**src/rtl/data_fifo_if.sv**
```systemverilog
// -----------------------------------------------------------------------------
// data_fifo_if
// Bundle of the data path signals shared by the DMA, the SD physical data
// layer and the data FIFO. The clock and reset are not part of the bundle.
//
//   iClear        flush request (driven by the controller side)
//   iWriteRead    transfer direction, 1 = write to card
//   iWrite_enable push request
//   iData         push data
//   iRead_enable  pop request
//   oData         registered pop data
//   oFull/oEmpty  occupancy decodes
//   oCount        occupancy, 0..2^ADDR_WIDTH
//   oFIFO_ok      "enough data / enough room to start a transfer"
//   oOverflow     sticky rejected-push flag
//   oUnderflow    sticky rejected-pop flag
//
// master: the side that issues requests and observes status.
// slave : the FIFO itself.
// -----------------------------------------------------------------------------
interface data_fifo_if #(
  parameter int DATA_WIDTH = 32,
  parameter int ADDR_WIDTH = 4
);
  logic                  iClear;
  logic                  iWriteRead;
  logic                  iWrite_enable;
  logic [DATA_WIDTH-1:0] iData;
  logic                  iRead_enable;
  logic [DATA_WIDTH-1:0] oData;
  logic                  oFull;
  logic                  oEmpty;
  logic [ADDR_WIDTH:0]   oCount;
  logic                  oFIFO_ok;
  logic                  oOverflow;
  logic                  oUnderflow;

  modport master (
    output iClear, iWriteRead, iWrite_enable, iData, iRead_enable,
    input  oData, oFull, oEmpty, oCount, oFIFO_ok, oOverflow, oUnderflow
  );

  modport slave (
    input  iClear, iWriteRead, iWrite_enable, iData, iRead_enable,
    output oData, oFull, oEmpty, oCount, oFIFO_ok, oOverflow, oUnderflow
  );
endinterface

```
**src/rtl/data_fifo.sv**
```systemverilog
// -----------------------------------------------------------------------------
// data_fifo
// Synchronous word FIFO between the DMA and the SD data path. Depth is
// 2^ADDR_WIDTH words. Pop data is registered (one cycle latency). Occupancy
// flags and the transfer qualifier oFIFO_ok are decoded from the count
// register; overflow/underflow are sticky until iClear or reset.
//
// Ports:
//   iClock  system clock, rising edge
//   iReset  asynchronous active-low reset
//   bus     data_fifo_if.slave (requests in, data/status out)
// -----------------------------------------------------------------------------
module data_fifo #(
  parameter int DATA_WIDTH = 32,
  parameter int ADDR_WIDTH = 4,
  parameter int OK_LEVEL   = 8
) (
  input  logic       iClock,
  input  logic       iReset,
  data_fifo_if.slave bus
);

  localparam int DEPTH = 1 << ADDR_WIDTH;
  localparam logic [ADDR_WIDTH:0]   DEPTH_C   = (ADDR_WIDTH+1)'(DEPTH);
  localparam logic [ADDR_WIDTH:0]   OK_C      = (ADDR_WIDTH+1)'(OK_LEVEL);
  localparam logic [ADDR_WIDTH:0]   COUNT_ONE = (ADDR_WIDTH+1)'(1);
  localparam logic [ADDR_WIDTH-1:0] PTR_ONE   = ADDR_WIDTH'(1);

  logic [DATA_WIDTH-1:0] mem [DEPTH];
  logic [ADDR_WIDTH-1:0] wr_ptr;
  logic [ADDR_WIDTH-1:0] rd_ptr;
  logic [ADDR_WIDTH:0]   count;
  logic [ADDR_WIDTH:0]   free_space;
  logic [DATA_WIDTH-1:0] data_q;
  logic                  overflow_q;
  logic                  underflow_q;
  logic                  full;
  logic                  empty;
  logic                  pop_ok;
  logic                  push_ok;

  assign full       = (count == DEPTH_C);
  assign empty      = (count == '0);
  assign free_space = DEPTH_C - count;

  // A push into a full FIFO is still accepted when a pop frees a slot in the
  // same cycle; the pop itself never depends on the push.
  assign pop_ok  = bus.iRead_enable & ~empty;
  assign push_ok = bus.iWrite_enable & (~full | pop_ok);

  assign bus.oFull      = full;
  assign bus.oEmpty     = empty;
  assign bus.oCount     = count;
  assign bus.oData      = data_q;
  assign bus.oOverflow  = overflow_q;
  assign bus.oUnderflow = underflow_q;

  // On card writes the data layer needs OK_LEVEL words queued; on card reads
  // it needs OK_LEVEL free slots to land a block.
  assign bus.oFIFO_ok = bus.iWriteRead ? (count >= OK_C) : (free_space >= OK_C);

  // Storage has no reset; a flush blocks the write so it cannot land.
  always_ff @(posedge iClock) begin
    if (push_ok && !bus.iClear) begin
      mem[wr_ptr] <= bus.iData;
    end
  end

  // Pointers, count, pop data and sticky error flags.
  always_ff @(posedge iClock or negedge iReset) begin
    if (!iReset) begin
      wr_ptr      <= '0;
      rd_ptr      <= '0;
      count       <= '0;
      data_q      <= '0;
      overflow_q  <= 1'b0;
      underflow_q <= 1'b0;
    end else if (bus.iClear) begin
      wr_ptr      <= '0;
      rd_ptr      <= '0;
      count       <= '0;
      overflow_q  <= 1'b0;
      underflow_q <= 1'b0;
    end else begin
      if (push_ok) begin
        wr_ptr <= wr_ptr + PTR_ONE;
      end
      if (pop_ok) begin
        data_q <= mem[rd_ptr];
        rd_ptr <= rd_ptr + PTR_ONE;
      end
      case ({push_ok, pop_ok})
        2'b10:   count <= count + COUNT_ONE;
        2'b01:   count <= count - COUNT_ONE;
        default: count <= count;
      endcase
      if (bus.iWrite_enable && !push_ok) begin
        overflow_q <= 1'b1;
      end
      if (bus.iRead_enable && empty) begin
        underflow_q <= 1'b1;
      end
    end
  end

endmodule

```
**src/flat_wrapper.sv**
```systemverilog
// flat-port wrapper written by rule: the top's interface ports become plain ports
module data_fifo_flat 
#(
  parameter int DATA_WIDTH = 32,
  parameter int ADDR_WIDTH = 4,
  parameter int OK_LEVEL   = 8
)
  (iClock, iReset, bus_iClear, bus_iWriteRead, bus_iWrite_enable, bus_iData, bus_iRead_enable, bus_oData, bus_oFull, bus_oEmpty, bus_oCount, bus_oFIFO_ok, bus_oOverflow, bus_oUnderflow);
  data_fifo_if #(.DATA_WIDTH(DATA_WIDTH), .ADDR_WIDTH(ADDR_WIDTH)) bus_i ();
  input  logic iClock;
  input  logic iReset;
  input wire logic [$bits(bus_i.iClear)-1:0] bus_iClear;
  input wire logic [$bits(bus_i.iWriteRead)-1:0] bus_iWriteRead;
  input wire logic [$bits(bus_i.iWrite_enable)-1:0] bus_iWrite_enable;
  input wire logic [$bits(bus_i.iData)-1:0] bus_iData;
  input wire logic [$bits(bus_i.iRead_enable)-1:0] bus_iRead_enable;
  output wire logic [$bits(bus_i.oData)-1:0] bus_oData;
  output wire logic [$bits(bus_i.oFull)-1:0] bus_oFull;
  output wire logic [$bits(bus_i.oEmpty)-1:0] bus_oEmpty;
  output wire logic [$bits(bus_i.oCount)-1:0] bus_oCount;
  output wire logic [$bits(bus_i.oFIFO_ok)-1:0] bus_oFIFO_ok;
  output wire logic [$bits(bus_i.oOverflow)-1:0] bus_oOverflow;
  output wire logic [$bits(bus_i.oUnderflow)-1:0] bus_oUnderflow;
  assign bus_i.iClear = bus_iClear;
  assign bus_i.iWriteRead = bus_iWriteRead;
  assign bus_i.iWrite_enable = bus_iWrite_enable;
  assign bus_i.iData = bus_iData;
  assign bus_i.iRead_enable = bus_iRead_enable;
  assign bus_oData = bus_i.oData;
  assign bus_oFull = bus_i.oFull;
  assign bus_oEmpty = bus_i.oEmpty;
  assign bus_oCount = bus_i.oCount;
  assign bus_oFIFO_ok = bus_i.oFIFO_ok;
  assign bus_oOverflow = bus_i.oOverflow;
  assign bus_oUnderflow = bus_i.oUnderflow;
  data_fifo #(.DATA_WIDTH(DATA_WIDTH), .ADDR_WIDTH(ADDR_WIDTH), .OK_LEVEL(OK_LEVEL)) u_core (.iClock(iClock), .iReset(iReset), .bus(bus_i));
endmodule
```
**config.mk**
```make
export PLATFORM = sky130hd
export DESIGN_NAME = data_fifo_flat
export DESIGN_NICKNAME = d
export VERILOG_FILES = /design/src/rtl/data_fifo_if.sv /design/src/rtl/data_fifo.sv /design/src/flat_wrapper.sv
export SDC_FILE = /design/constraint.sdc
export NUM_CORES = 1
export LEC_CHECK = 0
export BUFFER_PORTS_ARGS = -buffer_cell sky130_fd_sc_hd__buf_2
export CAP_MARGIN = 20
export CORE_ASPECT_RATIO = 0.8
export CORE_MARGIN = 1.5
export CORE_UTILIZATION = 45
export DETAILED_ROUTE_END_ITERATION = 12
export PLACE_DENSITY = 0.65
export SLEW_MARGIN = 15
export SYNTH_ARGS = -nofsm -noshare
export SYNTH_HDL_FRONTEND = slang
export SYNTH_SLANG_ARGS = --single-unit
```
**constraint.sdc**
```tcl
create_clock -name iClock -period 4.8 [get_ports iClock]
set_clock_uncertainty 0.15 [all_clocks]
set_input_delay 0.24 -clock iClock [delete_from_list [all_inputs] [get_ports iClock]]
set_output_delay 0.24 -clock iClock [all_outputs]
set_load 0.02 [all_outputs]
```
==> results.cfg <==
[route]
wire_per_inst_um = 27.93
antenna_left = 0
dr.first_iter.drc_count = 1149
drt_pass1_iterations = 5
routed_wl_um = 50860
vias_per_cell = 5.864
drc = 0
routed-via-count = 10678

[placed_design]
hpwl_um = 30890
place.gp.congestion = 0.7755
port_buffers = 79

[sta]
min_period_ns = 3.516
rsz0062_at_grt = no
fmax_mhz = 284.4
slew_violations = 0
hold_viol = 0
tns_ns = 0
worst_pin_slew_ns = 0.9534
hold_ws_ns = 0.1727
finalSetupViolations = 0
period_share_pct = 73.25
relSlewSlack_pct = 36.44

[logic_synthesis]
syn_inst = 1005
synthTopCellsByArea = edfxtp_1, mux4_2, dfrtp_1
ys_ff_latch = 559
synth_top_area_share_pct = 72.27
syn_area_um2 = 21270
ys_warn_count = 0
ys_async_sr_fraction_pct = 8.408
synth_ff_type = edfxtp_1
synth_edf_count = 512
syn_area_per_cell_um2 = 21.17
synthDistinctLibCells = 40
yosysTopAreaCell = edfxtp_1
synth_seq_area_share_pct = 77.80
syn-num-nets = 1054
yosysMostFrequentCell = edfxtp_1
synthTopCellsByCount = edfxtp_1, mux4_2, nor2_1, dfrtp_1, nor2b_1

[cts]
cts_made_buffers = 53
clockBufferDepth = 3
htreeDepth = 2
insertion_delay_ns = 0.58
clkTransAtPathRegs_ns = 0.06
cts_sinks = 559
cts_tree = yes
root_buffer = clkbuf_16
cts_resized = 0

[final_layout]
syn_to_final_growth_pct = 17.46
fillers = 3557
drive_gt1_share_pct = 28.58
fin_nets = 1206
finish.utilization_pct = 53.37

[floorplan]
coreArea_um2 = 46820
fp.dieW_um = 246.1
die_area_um2 = 48590
io_pins = 80
num_rows = 71
initial_core_util_pct = 45.44
die_y_um = 197.5

[worst_hold_path]
worstHoldPathType = in -> async

[global_routing]
antenna_found_initial = 1
grt_start_max_net_pins = 62
grt_pass1_vias = 10547
gr-usage-all-layers_pct = 21.39
grt_pass1_wl_um = 74110
gr-total-overflow = 0

[worst_setup_path]
slowest_delay_ns = 0.81
critPathMaxFanout = 23
critPathKind = reg -> reg
cp.arrival_ns = 3.65
cpMaxStageDelayCell = nor2_4
worstSetupStartpointType = register
critPathCaptureType = register
cp.required_ns = 4.93
cp_cell_sequence = nor4_1 -> ha_1 -> nand2b_1 -> a21boi_2 -> nand2_1 -> nor2_4 -> buf_4

[pwr]
powerDensity_nw_per_um2 = 503.1
power_w = 0.01257
leakage_nw = 7.984
ir_worst_vdd_v = 0.0003095

[run]
max_cap_violations = 0

[status]
status = finished clean
[final timing paths]
| kind | start | end | slack (ns) | depth (start not counted) |
|---|---|---|---|---|
| max in group asynchronous | iReset | u_core.rd_ptr[2] | 3.76 | 3 |
| min | iReset | u_core.bus.oCount[1] | 0.17 | 3 |
| max reg2reg | u_core.bus.oCount[1] | u_core.mem[8][29] | 1.28 | 7 |
| min in group iClock | u_core.bus.oData[28] | u_core.bus.oData[28] | 0.39 | 2 |
| min reg2reg | u_core.bus.oData[28] | u_core.bus.oData[28] | 0.39 | 2 |
| max | u_core.bus.oCount[1] | u_core.mem[8][29] | 1.28 | 7 |
[report_power, final]
part / switching (W) / internal [W]
Combinational: 0.00131 / 0.00112
Sequential: 0.000338 / 0.00554
Clock: 0.00175 / 0.00251
Total: 0.00340 / 0.00917
[metal layers]
| layer | vias up | share of wire, % | global-route usage (%) |
|---|---|---|---|
| li1 | 4452 | - | - |
| met1 | 5693 | 47 | 35.71 |
| met2 | 471 | 42 | 28.68 |
| met3 | 62 | 9.4 | 4.768 |
| met4 | 0 | 1.3 | 3.908 |
| met5 | - | 0 | 0 |
[per-stage QoR]
step	std cells	setup WS, ns	instance area [um^2]
after CTS	1813	1.274	24790
after floorplan	1005	1.123	21270
after global placement	1672	1.404	22500
final	1821	1.284	24990
after global routing	1820	1.007	24980
after detailed placement	1677	1.284	22630
[critical path: cells and delay by family (launching register included)]
family	cells	cell delay [ns]
flops	1	0.47
compound gates	1	0.42
fa+ha+maj	1	0.28
buf+inv	1	0.33
simple gates	4	1.55
[state kept, by name (all words and copies together) (netlist names)]
name                   cells
u_core.bus.oUnderflow      1
u_core.rd_ptr              4
u_core.bus.oOverflow       1
u_core.bus.oData          32
u_core.bus.oCount          5
u_core.mem               512
u_core.wr_ptr              4
[kinds of logic after synthesis]
kind of cell | share of synthesized area [%]
AO/OA/AOI/OAI | 2.682
XOR/XNOR | 0.2882
adder cells (fa/ha/maj) | 0.6823
buffers and inverters | 1.253
flip-flops | 77.80
multiplexers | 13.66
AND/OR/NAND/NOR | 3.635
[repair_timing]
item	in CTS	in global routing
setup buffers	0	0
hold endpoints to repair	565	0
hold buffers	38	0
[layout make-up]
cell class	count	area [um^2]	area share (%)
clock buffer	73	1504	6.019
antenna	1	2.502	0.01002
timing repair buffer	148	1254	5.018
tap	620	775.7	3.105
clock inverter	25	281.5	1.127
multi-input combinational	389	4584	18.35
inverter	6	22.52	0.09014
sequential	559	16560	66.28
[placed cells by master, fill, tap and decap left out, types with 4 or more instances in the layout]
master           n
edfxtp_1       512
dfrtp_1         44
dlygate4sd3_1   38
xor2_1           5
ha_1            10
a21oi_1          4
bufinv_16        6
clkinv_1         8
nor2b_1         34
buf_2           79
clkbuf_16       55
buf_4           18
mux4_2         128
buf_16          11
clkbuf_8         6
clkbuf_1        12
nor3_1          31
o22ai_1         32
inv_1            6
nor2_4          16
a211oi_1        32
nand2_1         15
clkinv_2         6
nor2_1          46
Power figures use the tool's default switching activity.
